`src/rtl/bank_scatter_writer_if.sv`:
```
// -----------------------------------------------------------------------------
// bank_scatter_writer_if
//
// Bundles the word stream (valid/ready/data) and the two registered bank
// write ports (F bank, S bank) that bank_scatter_writer drives.
//
//   in_valid / in_data / in_ready : word stream into the writer
//   f_we / f_addr / f_wdata       : F bank write port
//   s_we / s_addr / s_wdata       : S bank write port
//
// Modports:
//   slave  : the writer's view (consumes the stream, drives the bank ports)
//   master : the surrounding system's view (produces the stream, observes
//            the bank ports)
// -----------------------------------------------------------------------------
interface bank_scatter_writer_if #(
    parameter int DATA_W = 32
);
    logic              in_valid;
    logic [DATA_W-1:0] in_data;
    logic              in_ready;

    logic              f_we;
    logic [4:0]        f_addr;
    logic [DATA_W-1:0] f_wdata;

    logic              s_we;
    logic [4:0]        s_addr;
    logic [DATA_W-1:0] s_wdata;

    modport slave (
        input  in_valid, in_data,
        output in_ready,
        output f_we, f_addr, f_wdata,
        output s_we, s_addr, s_wdata
    );

    modport master (
        output in_valid, in_data,
        input  in_ready,
        input  f_we, f_addr, f_wdata,
        input  s_we, s_addr, s_wdata
    );
endinterface

```
`src/rtl/bank_scatter_writer.sv`:
```
// -----------------------------------------------------------------------------
// bank_scatter_writer
//
// Burst writer for the F/S register bank pair. A start command (sampled only
// while idle) selects the target bank, the first entry and the burst length.
// Each stream word accepted during the burst becomes a one-cycle registered
// write strobe on the selected bank port; the address advances mod 32.
//
// Ports:
//   clk, rst   : rising-edge clock, asynchronous active-high reset
//   start      : burst command strobe, sampled in IDLE only
//   bank_sel   : 0 = F bank, 1 = S bank (latched on accepted start)
//   base_addr  : first entry written (latched on accepted start)
//   length     : words in burst, legal 1..DEPTH (latched on accepted start)
//   bus        : stream in + F/S bank write ports (slave modport)
//   busy       : high while a burst is in progress
//   done       : one-cycle pulse coincident with the final write strobe
//   err        : one-cycle pulse after a start with an illegal length
// -----------------------------------------------------------------------------
module bank_scatter_writer #(
    parameter int DATA_W = 32,
    parameter int DEPTH  = 32
) (
    input  logic                 clk,
    input  logic                 rst,
    input  logic                 start,
    input  logic                 bank_sel,
    input  logic [4:0]           base_addr,
    input  logic [5:0]           length,
    bank_scatter_writer_if.slave bus,
    output logic                 busy,
    output logic                 done,
    output logic                 err
);
    localparam logic [5:0] MAX_LEN = 6'(DEPTH);

    typedef enum logic {
        IDLE  = 1'b0,
        BURST = 1'b1
    } state_t;

    state_t            state_q, state_d;
    logic              bank_q, bank_d;           // 0 = F, 1 = S
    logic [4:0]        addr_ptr_q, addr_ptr_d;
    logic [5:0]        remaining_q, remaining_d;
    logic              busy_q, busy_d;
    logic              done_q, done_d;
    logic              err_q, err_d;

    logic              f_we_q, f_we_d;
    logic [4:0]        f_addr_q, f_addr_d;
    logic [DATA_W-1:0] f_wdata_q, f_wdata_d;
    logic              s_we_q, s_we_d;
    logic [4:0]        s_addr_q, s_addr_d;
    logic [DATA_W-1:0] s_wdata_q, s_wdata_d;

    logic              length_ok;
    logic              accept;

    assign length_ok = (length != 6'd0) && (length <= MAX_LEN);
    // busy_q mirrors state_q == BURST, so in_ready comes straight from a flop.
    assign accept    = busy_q & bus.in_valid;

    always_comb begin
        // NOTE: every _d is given its hold/idle value first, so no branch can
        // leave one unassigned and no latch is inferred.
        state_d     = state_q;
        bank_d      = bank_q;
        addr_ptr_d  = addr_ptr_q;
        remaining_d = remaining_q;
        busy_d      = busy_q;
        done_d      = 1'b0;
        err_d       = 1'b0;
        f_we_d      = 1'b0;
        f_addr_d    = f_addr_q;
        f_wdata_d   = f_wdata_q;
        s_we_d      = 1'b0;
        s_addr_d    = s_addr_q;
        s_wdata_d   = s_wdata_q;

        case (state_q)
            IDLE: begin
                if (start) begin
                    if (length_ok) begin
                        bank_d      = bank_sel;
                        addr_ptr_d  = base_addr;
                        remaining_d = length;
                        busy_d      = 1'b1;
                        state_d     = BURST;
                    end else begin
                        // Illegal length: flag it and latch nothing.
                        err_d = 1'b1;
                    end
                end
            end

            BURST: begin
                // start is deliberately not looked at here: the latched
                // command stays fixed until the burst completes.
                if (accept) begin
                    if (bank_q) begin
                        s_we_d    = 1'b1;
                        s_addr_d  = addr_ptr_q;
                        s_wdata_d = bus.in_data;
                    end else begin
                        f_we_d    = 1'b1;
                        f_addr_d  = addr_ptr_q;
                        f_wdata_d = bus.in_data;
                    end
                    // 5-bit add wraps 31 -> 0 on its own.
                    addr_ptr_d  = addr_ptr_q + 5'd1;
                    remaining_d = remaining_q - 6'd1;
                    if (remaining_q == 6'd1) begin
                        done_d  = 1'b1;
                        busy_d  = 1'b0;
                        state_d = IDLE;
                    end
                end
            end

            default: begin
                busy_d  = 1'b0;
                state_d = IDLE;
            end
        endcase
    end

    always_ff @(posedge clk or posedge rst) begin
        if (rst) begin
            // NOTE: the write-data registers are reset as well, so the banks
            // see an all-zero port image (not X) right out of reset.
            state_q     <= IDLE;
            bank_q      <= 1'b0;
            addr_ptr_q  <= '0;
            remaining_q <= '0;
            busy_q      <= 1'b0;
            done_q      <= 1'b0;
            err_q       <= 1'b0;
            f_we_q      <= 1'b0;
            f_addr_q    <= '0;
            f_wdata_q   <= '0;
            s_we_q      <= 1'b0;
            s_addr_q    <= '0;
            s_wdata_q   <= '0;
        end else begin
            // NOTE: non-blocking assignments so every flop samples the
            // pre-edge value of the others, independent of statement order.
            state_q     <= state_d;
            bank_q      <= bank_d;
            addr_ptr_q  <= addr_ptr_d;
            remaining_q <= remaining_d;
            busy_q      <= busy_d;
            done_q      <= done_d;
            err_q       <= err_d;
            f_we_q      <= f_we_d;
            f_addr_q    <= f_addr_d;
            f_wdata_q   <= f_wdata_d;
            s_we_q      <= s_we_d;
            s_addr_q    <= s_addr_d;
            s_wdata_q   <= s_wdata_d;
        end
    end

    assign bus.in_ready = busy_q;
    assign bus.f_we     = f_we_q;
    assign bus.f_addr   = f_addr_q;
    assign bus.f_wdata  = f_wdata_q;
    assign bus.s_we     = s_we_q;
    assign bus.s_addr   = s_addr_q;
    assign bus.s_wdata  = s_wdata_q;
    assign busy         = busy_q;
    assign done         = done_q;
    assign err          = err_q;
endmodule

```
`src/flat_wrapper.sv`:
```
// flat-port wrapper written by rule: the top's interface ports become plain ports
module bank_scatter_writer_flat 
#(
    parameter int DATA_W = 32,
    parameter int DEPTH  = 32
)
  (clk, rst, start, bank_sel, base_addr, length, busy, done, err, bus_in_valid, bus_in_data, bus_in_ready, bus_f_we, bus_f_addr, bus_f_wdata, bus_s_we, bus_s_addr, bus_s_wdata);
  bank_scatter_writer_if #(.DATA_W(DATA_W)) bus_i ();
  input  logic clk;
  input  logic rst;
  input  logic start;
  input  logic bank_sel;
  input  logic [4:0] base_addr;
  input  logic [5:0] length;
  output logic busy;
  output logic done;
  output logic err;
  input wire logic [$bits(bus_i.in_valid)-1:0] bus_in_valid;
  input wire logic [$bits(bus_i.in_data)-1:0] bus_in_data;
  output wire logic [$bits(bus_i.in_ready)-1:0] bus_in_ready;
  output wire logic [$bits(bus_i.f_we)-1:0] bus_f_we;
  output wire logic [$bits(bus_i.f_addr)-1:0] bus_f_addr;
  output wire logic [$bits(bus_i.f_wdata)-1:0] bus_f_wdata;
  output wire logic [$bits(bus_i.s_we)-1:0] bus_s_we;
  output wire logic [$bits(bus_i.s_addr)-1:0] bus_s_addr;
  output wire logic [$bits(bus_i.s_wdata)-1:0] bus_s_wdata;
  assign bus_i.in_valid = bus_in_valid;
  assign bus_i.in_data = bus_in_data;
  assign bus_in_ready = bus_i.in_ready;
  assign bus_f_we = bus_i.f_we;
  assign bus_f_addr = bus_i.f_addr;
  assign bus_f_wdata = bus_i.f_wdata;
  assign bus_s_we = bus_i.s_we;
  assign bus_s_addr = bus_i.s_addr;
  assign bus_s_wdata = bus_i.s_wdata;
  bank_scatter_writer #(.DATA_W(DATA_W), .DEPTH(DEPTH)) u_core (.clk(clk), .rst(rst), .start(start), .bank_sel(bank_sel), .base_addr(base_addr), .length(length), .bus(bus_i), .busy(busy), .done(done), .err(err));
endmodule
```
`config.mk`:
```
export PLATFORM = sky130hd
export DESIGN_NAME = bank_scatter_writer_flat
export DESIGN_NICKNAME = d
export VERILOG_FILES = /design/src/rtl/bank_scatter_writer_if.sv /design/src/rtl/bank_scatter_writer.sv /design/src/flat_wrapper.sv
export SDC_FILE = /design/constraint.sdc
export NUM_CORES = 1
export LEC_CHECK = 0
export CAP_MARGIN = 20
export CORE_MARGIN = 3
export CORE_UTILIZATION = 49
export DETAILED_ROUTE_END_ITERATION = 8
export PLACE_DENSITY = 0.85
export SETUP_SLACK_MARGIN = 0.3
export SYNTH_ARGS = -nofsm -noshare
export SYNTH_HDL_FRONTEND = slang
export SYNTH_SLANG_ARGS = --single-unit
```
`constraint.sdc`:
```
create_clock -name clk -period 7.1 [get_ports clk]
set_input_delay 1.775 -clock clk [delete_from_list [all_inputs] [get_ports clk]]
set_output_delay 1.775 -clock clk [all_outputs]
set_load 0.02 [all_outputs]
```
---- Word-level counts from Yosys, hierarchy flattened ----
Cells that the tools add are included.
storage, ports and cells
  register bits after elaboration ......... 92
  latch bits .............................. 0
  bits in writable memories ............... 0
  ROM bits ................................ 0
  bits of input ports ..................... 48
  output and inout port bits .............. 80
  logic and storage cells ................. 61
  memories ................................ 0
operators by class
  add/subtract/negate cells ............... 2
  multiply operators ...................... 0
  divide/modulo/power cells ............... 0
  order comparisons ....................... 1
  eq/ne operators ......................... 5
  shifts and indexed selects .............. 0
  muxes and demuxes ....................... 30
  bitwise gates (word level) .............. 3
  reduce and logical (&&, ||, !) cells .... 7
operators with widths
  operator                                               number
  2-to-1 mux 1 bit                                       20
  2-to-1 mux 6 bit                                       3
  2-to-1 mux 5 bit                                       3
  one-hot mux 6 bit (2 select lines)                     1
  AND reduction 3 bit                                    4
  one-hot mux 5 bit (2 select lines)                     1
  equality test 6 x 1 -> 1 bit, second input constant    1
  less-or-equal comparator 6 bit, second input constant  1
  inequality test 2 bit, second input constant           3
  nonzero test 6 bit                                     1
  subtractor 6 x 1 -> 6 bit, second input constant       1
  adder 5 x 1 -> 5 bit, second input constant            1
  one-hot mux 1 bit (2 select lines)                     2
  AND reduction 4 bit                                    1
  inequality test 2 x 1 -> 1 bit, second input constant  1
  inverter 1 bit                                         2
  bitwise AND 1 bit                                      1
  logical AND 1 bit                                      1

---- Depth between registers and ports, before layout ----
Gate-level depths: netlist (run 1).
  depth after elaboration ................. 5
  depth in mapped cells ................... 6
  depth with buffers taken out ............ 5

---- Worst setup path before layout (run 1) ----
Ideal clock, no wire load.
  path type ............................... input-to-reg
  start ................................... input length[4]
  end ..................................... register u_core.bank_q
  library setup time ...................... 128 ps
  arrival time ............................ 3012 ps
  data required time ...................... 6972 ps
  slack ................................... 3961 ps
  cell stages on the path ................. 4
  buffers on the path ..................... 0
  cells stage by stage .................... or4_4 > o21a_1 > nor3_2 > mux2_1
between the ends
  longest elaborated chain between the ends .. 3
  elaborated cells between the ends (all ways) .. 4
  classes of those cells .................. order compare: 1; reduce/logical: 3
RTL lines
  what                                                                  line                        RTL
  from (decl)                                                           flat_wrapper.sv:14          input logic [5:0] length;
  less-or-equal comparator 6 bit or nonzero test 6 bit (tied branches)  bank_scatter_writer.sv:60   assign length_ok = (length != 6'd0) && (length <= MAX_LEN);
  logical AND 1 bit *                                                   bank_scatter_writer.sv:60
  AND reduction 3 bit (no source line) *                                n/a
  to (signal assigned)                                                  bank_scatter_writer.sv:149  bank_q <= bank_d;
  to (decl)                                                             bank_scatter_writer.sv:43   logic bank_q, bank_d;
Every way passes the cells marked *; elsewhere a longest branch is shown, timed or not.
A chain may end at the register's enable or synchronous reset.

---- Worst setup path in the final report (run 1) ----
  start ................................... input bus_in_valid
  end ..................................... register u_core.f_wdata_q[27] (netlist: u_core.bus.f_wdata[27])
between the ends
  longest elaborated chain between the ends .. 2
RTL lines
  what                                  line                        RTL
  from (decl)                           flat_wrapper.sv:18          input wire logic [$bits(bus_i.in_valid)-1:0] bus_in_valid;
  bitwise AND 1 bit                     bank_scatter_writer.sv:62   assign accept = busy_q & bus.in_valid;
  AND reduction 3 bit (no source line)  n/a
  to (signal assigned)                  bank_scatter_writer.sv:157  f_wdata_q <= f_wdata_d;
  to (decl)                             bank_scatter_writer.sv:52   logic [DATA_W-1:0] f_wdata_q, f_wdata_d;
Every way passes these cells.

==> results of run 1 <==
## state kept, by name (all words and copies together) (netlist names), 5 cells and up
register,cells
u_core.bus.f_wdata,32
u_core.bus.s_wdata,32
u_core.bus.s_addr,5
u_core.addr_ptr_q,5
u_core.remaining_q,6
u_core.bus.f_addr,5
## worst min-delay path by stage
stage / from / endpoint / cells past startpoint / slack [ns]
after global placement: u_core.bus.f_wdata[14] / u_core.bus.f_wdata[14] / 2 / 0.46
after floorplan: u_core.remaining_q[5] / u_core.remaining_q[5] / 1 / 0.47
after CTS: u_core.bus.f_wdata[5] / u_core.bus.f_wdata[5] / 2 / 0.48
final: u_core.bus.s_addr[4] / u_core.bus.s_addr[4] / 2 / 0.48
after detailed placement: u_core.bus.f_wdata[5] / u_core.bus.f_wdata[5] / 2 / 0.46
after global routing: u_core.bus.s_wdata[29] / u_core.bus.s_wdata[29] / 2 / 0.51
## report_power, final
group / total (mW) / switching [mW] / internal, mW
Sequential: 0.937 / 0.169 / 0.768
Clock: 0.319 / 0.181 / 0.138
Combinational: 1.25 / 0.694 / 0.557
## cells in the mapped netlist, types with 2 or more instances
library cell / count
nand3_1: 3
nor2b_1: 4
inv_2: 2
ha_1: 3
a41oi_1: 3
a31oi_1: 2
nand2_1: 226
o22a_1: 6
a21oi_1: 4
nor3_2: 2
buf_2: 4
a22oi_1: 4
nor2_1: 10
nor4b_1: 2
nand2b_1: 2
dfrtp_1: 92
o22ai_1: 2
o21ai_0: 4
clkbuf_1: 13
mux2_2: 2
inv_1: 5
buf_1: 3
o2bb2a_1: 2
mux2i_1: 2
## logic make-up (layout without fill, tap and decap cells)
group / after synthesis / count (layout) / share of synthesized area [%]
fa+ha+maj: 3 / 3 / 0.988
buf+inv: 28 / 153 / 3.00
simple gates: 258 / 258 / 27.5
compound gates: 34 / 34 / 6.55
mux: 5 / 5 / 1.42
flops: 92 / 92 / 60.6
## cells in the final DEF, fill, tap and decap left out, types with 3 or more instances in the layout
cell type,synthesis,layout
nand2_1,226,226
clkdlybuf4s50_1,0,127
dfrtp_1,92,92
nor2_1,10,10
clkbuf_8,0,10
o22a_1,6,6
a22oi_1,4,4
inv_1,5,4
o21ai_0,4,4
nor2b_1,4,4
a21oi_1,4,4
nand3_1,3,3
a41oi_1,3,3
ha_1,3,3
clkinvlp_4,0,3
## metrics by stage
step / util [%] / setup slack, ns / power, mW / area, um^2 / instances
2_1_floorplan: - / 2.93 / 1.62 / 3800 / 420
3_3_place_gp: 69.5 / 3.20 / 2.16 / 5120 / 627
3_5_place_dp: 69.5 / 3.10 / 2.20 / 5120 / 627
4_1_cts: 72.0 / 3.46 / 2.53 / 5300 / 643
5_1_grt: 72.3 / 3.27 / 2.69 / 5330 / 644
6_report: 72.3 / 3.44 / 2.51 / 5330 / 644
## layer usage
| layer | GRT usage [%] | part of all wire (%) | vias to the layer above |
|---|---|---|---|
| met4 | 7.70 | 0.98 | 0 |
| met2 | 35.8 | 48 | 149 |
| met1 | 32.8 | 43 | 1539 |
| li1 | - | - | 1575 |
| met5 | 0 | 0 | - |
| met3 | 3.69 | 7.9 | 6 |
## final cells by class
cell class                      count  share of cell area, %
Timing Repair Buffer              130                   24.6
Clock buffer                       11                   2.65
Inverter                            7                  0.516
Clock inverter                      5                  0.681
Tap cell                           99                   2.32
Multi-Input combinational cell    300                   26.0
Sequential cell                    92                   43.2
## worst min-delay path, cell delays in order, from the launching register on
cell and delay [ns]:
dfrtp_1 0.35, nand2_1 0.05, nand2_1 0.05
==> results.sh, run 1 <==
export IMPL_drv_cap=0
export IMPL_drtPass1Iterations=4
export IMPL_synth_edf_count=0
export IMPL_synthArstFlopShare_pct=100
export IMPL_regArea_um2=2300
export IMPL_yosysSeqAreaShare_pct=60.6
export IMPL_crit_path_start="bus_in_valid"
export IMPL_cts_clk_slew_worst_paths_ns=0.09
export IMPL_setup_viol=0
export IMPL_grt_first_pass_wirelength_mm=16.0
export IMPL_nNetsFinal=591
export IMPL_start_util_pct=51.6
export IMPL_start_kind="input port"
export IMPL_max_stage_delay_ns=0.63
export IMPL_first_global_vias=3227
export IMPL_critPathMostFrequentCell="nand2_1"
export IMPL_core_area_um2=7370
export IMPL_routabilityCongestion=0.806
export IMPL_cp_slowest_cell="or2_2"
export IMPL_ant_nets=0
export IMPL_p_per_area_nw_per_um2=471
export IMPL_pin_count=128
export IMPL_cp_num_buf_inv=2
export IMPL_ctsHoldBuffers=0
export IMPL_synthCells=420
export IMPL_crit_type="in -> reg"
export IMPL_vias=3269
export IMPL_drt_total_wl_mm=9.76
export IMPL_grt_ovfl_total=0
export IMPL_cts_setup_buffers=0
export IMPL_path_max_fanout=39
export IMPL_avgSynthCellArea_um2=9.05
export IMPL_slew_violations=0
export IMPL_clock_sinks=92
export IMPL_leakagePower_nw=2.57
export IMPL_synth_seq_cells=92
export IMPL_yosys_most_used_dff="dfrtp_1"
export IMPL_reg2reg_to="u_core.bus.f_wdata[27]"
export IMPL_endpoint_kind="register"
export IMPL_antenna_found_initial=0
export IMPL_synth_cell_type_count=42
export IMPL_cts_made_buffers=9
export IMPL_fin_tns_setup_ns=0
export IMPL_reg2reg_depth=5
export IMPL_die_w_um=94.1
export IMPL_synth_area_top_cells="dfrtp_1 61%, nand2_1 22%, o22a_1 1.4%"
export IMPL_htreeDepth=3
export IMPL_multi_input_area_um2=1390
export IMPL_antenna_cells=0
export IMPL_drt_iter0_markers=159
export IMPL_grt_max_degree=93
export IMPL_syn_to_final_growth_pct=40.2
export IMPL_synth_top_area_share_pct=60.6
export IMPL_hold_ws_ns=0.478
export IMPL_num_rows=31
export IMPL_n_fill_cell=541
export IMPL_crit_arrival_ns=3.94
export IMPL_cp_cell_sequence="clkdlybuf4s50_1 -> nand3_1 -> or2_2 -> inv_2 -> nand2_1 -> nand2_1"
export IMPL_rsz0062_at_grt="false"
export IMPL_cts_resized_gates=0
export IMPL_clock_latency_ns=0.34
export IMPL_hp_class="reg -> reg"
export IMPL_synth_largest_area_cell="dfrtp_1"
export IMPL_r2r_slack_ns=4.31
export IMPL_layout_worst_path_cycle_share_pct=51.5
export IMPL_tightest_slew_ns=0.936
export IMPL_report_final_hold_viol_count=0
export IMPL_critical_path_top_delay_family="buffers and inverters"
export IMPL_wire_per_inst_um=15.2
export IMPL_cts_buffer_depth=2
export IMPL_dieArea_um2=8850
export IMPL_crit_required_ns=7.38
export IMPL_netlist_area_um2=3800
export IMPL_r2r_start="u_core.state_q"
export IMPL_fp_dieH_um=94.1
export IMPL_dp_hpwl_mm=6.78
export IMPL_viasPerCell=5.08
export IMPL_root_buffer="clkbuf_8"
export IMPL_status="finished clean"
export IMPL_grt_total_usage_pct=22.9
export IMPL_skew_ns=0.00988
export IMPL_syn_nets=471
export IMPL_layout_drive_gt1_share_pct=4.95
export IMPL_max_vdd_ir_drop_v=0.000198
export IMPL_worstSetupPathDepth=6
export IMPL_slew_headroom_pct=37.6
export IMPL_cts_tree="built"
export IMPL_drc=0
export IMPL_finalCriticalPeriod_ns=3.66
export IMPL_io_buffers=127
export IMPL_max_freq_mhz=274
export IMPL_timing_critical_path_to="u_core.bus.f_wdata[27]"
export IMPL_yosysWarnings=0
No activity file was read; power rests on OpenSTA's default activity.
==> run 2, diff against run 1 <==
--- a/config.mk
+++ b/config.mk
@@ -7,9 +7,9 @@
 export LEC_CHECK = 0
 export CAP_MARGIN = 20
 export CORE_MARGIN = 3
-export CORE_UTILIZATION = 49
+export CORE_UTILIZATION = 41
 export DETAILED_ROUTE_END_ITERATION = 8
-export PLACE_DENSITY = 0.85
+export PLACE_DENSITY = 0.76
 export SETUP_SLACK_MARGIN = 0.3
 export SYNTH_ARGS = -nofsm -noshare
 export SYNTH_HDL_FRONTEND = slang
==> constraint.sdc (replaced) <==
create_clock -name clk -period 3.17 [get_ports clk]
set_input_delay 0.7925 -clock clk [delete_from_list [all_inputs] [get_ports clk]]
set_output_delay 0.7925 -clock clk [all_outputs]
set_load 0.02 [all_outputs]
==> run 2 against run 1 <==
Non-clock buffer count rose by 2. Power rose by 140%. Critical path depth shrank 1. Global-route usage is 3.4 points lower. Routed wire length increased by 2.8%. Sequential power up 120%. First-iteration DRC count down 3.8%. Sequential share of layout area is 0.81 points lower. Flip-flop and latch count did not move. Clock skew up 0.0015 ns. Hold slack improved by 0.0026 ns. Worst setup slack worse by 2.9 ns.
==> results.sh, run 2 (synthesized netlist as in run 1, its figures left out) <==
export IMPL_hp_start="u_core.bus.f_wdata[4]"
export IMPL_start_kind="input port"
export IMPL_crit_required_ns=3.45
export IMPL_cts_tree="built"
export IMPL_reg2reg_to="u_core.remaining_q[1]"
export IMPL_leakagePower_nw=2.62
export IMPL_min_path_cells=2
export IMPL_cp_slowest_cell="a2bb2oi_1"
export IMPL_final_common_cell="nand2_1"
export IMPL_final_cell_mix="226 x nand2_1, 127 x clkdlybuf4s50_1, 92 x dfrtp_1, 10 x nor2_1, 9 x clkbuf_8"
export IMPL_syn_to_final_growth_pct=42.9
export IMPL_drc=0
export IMPL_rsz0062_at_grt="false"
export IMPL_grt_total_usage_pct=19.5
export IMPL_drt_total_wl_mm=10.0
export IMPL_hold_ws_ns=0.480
export IMPL_r2r_slack_ns=1.00
export IMPL_critical_path_top_delay_family="compound AO/OA/AOI/OAI gates"
export IMPL_viasPerCell=5.04
export IMPL_n_fill_cell=768
export IMPL_cts_resized_gates=0
export IMPL_ant_nets=0
export IMPL_die_w_um=102
export IMPL_pin_count=128
export IMPL_max_freq_mhz=384
export IMPL_grtUsageMet1_pct=26.9
export IMPL_drtPass1Iterations=4
export IMPL_grt_first_pass_wirelength_mm=16.1
export IMPL_cts_made_buffers=9
export IMPL_clock_sinks=92
export IMPL_grt_max_degree=93
export IMPL_layout_worst_path_cycle_share_pct=82.2
export IMPL_dieArea_um2=10500
export IMPL_grt_ovfl_total=0
export IMPL_grt_util_met3_pct=3.55
export IMPL_drv_cap=0
export IMPL_antenna_cells=0
export IMPL_tightest_slew_ns=0.846
export IMPL_cts_clk_slew_worst_paths_ns=0.09
export IMPL_min_to="u_core.bus.f_wdata[4]"
export IMPL_crit_type="in -> reg"
export IMPL_cts_buffer_depth=2
export IMPL_cp_num_buf_inv=1
export IMPL_core_area_um2=8850
export IMPL_ctsHoldBuffers=0
export IMPL_skew_ns=0.0114
export IMPL_root_buffer="clkbuf_8"
export IMPL_drt_iter0_markers=153
export IMPL_crit_arrival_ns=2.88
export IMPL_dp_hpwl_mm=6.87
export IMPL_hp_class="reg -> reg"
export IMPL_path_max_fanout=11
export IMPL_r2r_start="u_core.state_q"
export IMPL_max_vdd_ir_drop_v=0.000528
export IMPL_use_met2_pct=31.3
export IMPL_report_final_hold_viol_count=0
export IMPL_fin_tns_setup_ns=0
export IMPL_htreeDepth=3
export IMPL_cts_setup_buffers=0
export IMPL_multi_input_area_um2=1390
export IMPL_reg2reg_depth=4
export IMPL_num_rows=34
export IMPL_clock_latency_ns=0.35
export IMPL_antenna_found_initial=0
export IMPL_cp_cell_sequence="clkdlybuf4s50_1 -> or3b_1 -> a2bb2oi_1 -> and2_0 -> mux2i_1"
export IMPL_routabilityCongestion=0.860
export IMPL_layout_drive_gt1_share_pct=5.48
export IMPL_nNetsFinal=593
export IMPL_start_util_pct=43.0
export IMPL_setup_viol=0
export IMPL_vias=3299
export IMPL_max_stage_delay_ns=0.68
export IMPL_slew_headroom_pct=43.4
export IMPL_finalCriticalPeriod_ns=2.61
export IMPL_p_per_area_nw_per_um2=1090
export IMPL_first_global_vias=3296
export IMPL_status="finished clean"
export IMPL_slew_violations=0
export IMPL_regArea_um2=2300
export IMPL_wire_per_inst_um=15.3
export IMPL_fp_dieH_um=102
export IMPL_endpoint_kind="register"
export IMPL_top_usage_layer="met2"
export IMPL_io_buffers=127
run 2: cell count changes in the layout (fill, tap and decap cells not counted), sizes merged:
| cell | change |
|---|---|
| clkbuf | -2 |
| clkinvlp | -2 |
| bufinv | +3 |
| buf | +2 |
| inv | +1 |
run 2: worst max path at each step:
| stage | startpoint | endpoint | slack (ns) | cells after the start |
|---|---|---|---|---|
| floorplan | length[4] | u_core.bank_q | 1.01 | 4 |
| global route | length[5] | u_core.addr_ptr_q[1] | 0.45 | 5 |
| CTS | length[5] | u_core.remaining_q[1] | 0.55 | 5 |
| global placement | length[5] | u_core.remaining_q[1] | 0.29 | 5 |
| finish | length[5] | u_core.remaining_q[1] | 0.56 | 5 |
| detailed placement | length[5] | u_core.remaining_q[1] | 0.16 | 5 |
run 2: final cells by class:
class	instances	share of cell area (%)
sequential	92	42.4
multi-input combinational	300	25.5
timing repair buffer	132	24.6
tap	108	2.49
clock buffer	9	2.28
clock inverter	7	2.23
inverter	7	0.553
run 2: worst reg2reg max path, delay by kind of cell (launching register included):
kind             cells  cell delay [ns]
AO/OA/AOI/OAI        1             0.68
flip-flops           1             0.55
multiplexers         1             0.23
AND/OR/NAND/NOR      2             0.62
run 2: layer usage:
metal	vias up	part of all wire (%)
li1	1579	-
met1	1603	46
met2	109	47
met3	8	6.6
met4	0	0.83
met5	-	0
run 2: power breakdown:
part	switching, mW	internal [mW]
logic	1.61	1.28
clock network	0.430	0.530
registers	0.349	1.72
total	2.38	3.53
run 2: stage by stage:
step | setup slack [ns] | std cells | power, mW | utilization, % | cell area, um^2
after floorplan | 1.01 | 420 | 3.62 | - | 3800
final | 0.564 | 655 | 5.91 | 61.4 | 5430
after detailed placement | 0.158 | 639 | 5.00 | 58.6 | 5190
after global placement | 0.293 | 639 | 4.90 | 58.6 | 5190
after CTS | 0.555 | 655 | 5.97 | 61.4 | 5430
after global routing | 0.447 | 655 | 6.31 | 61.4 | 5430
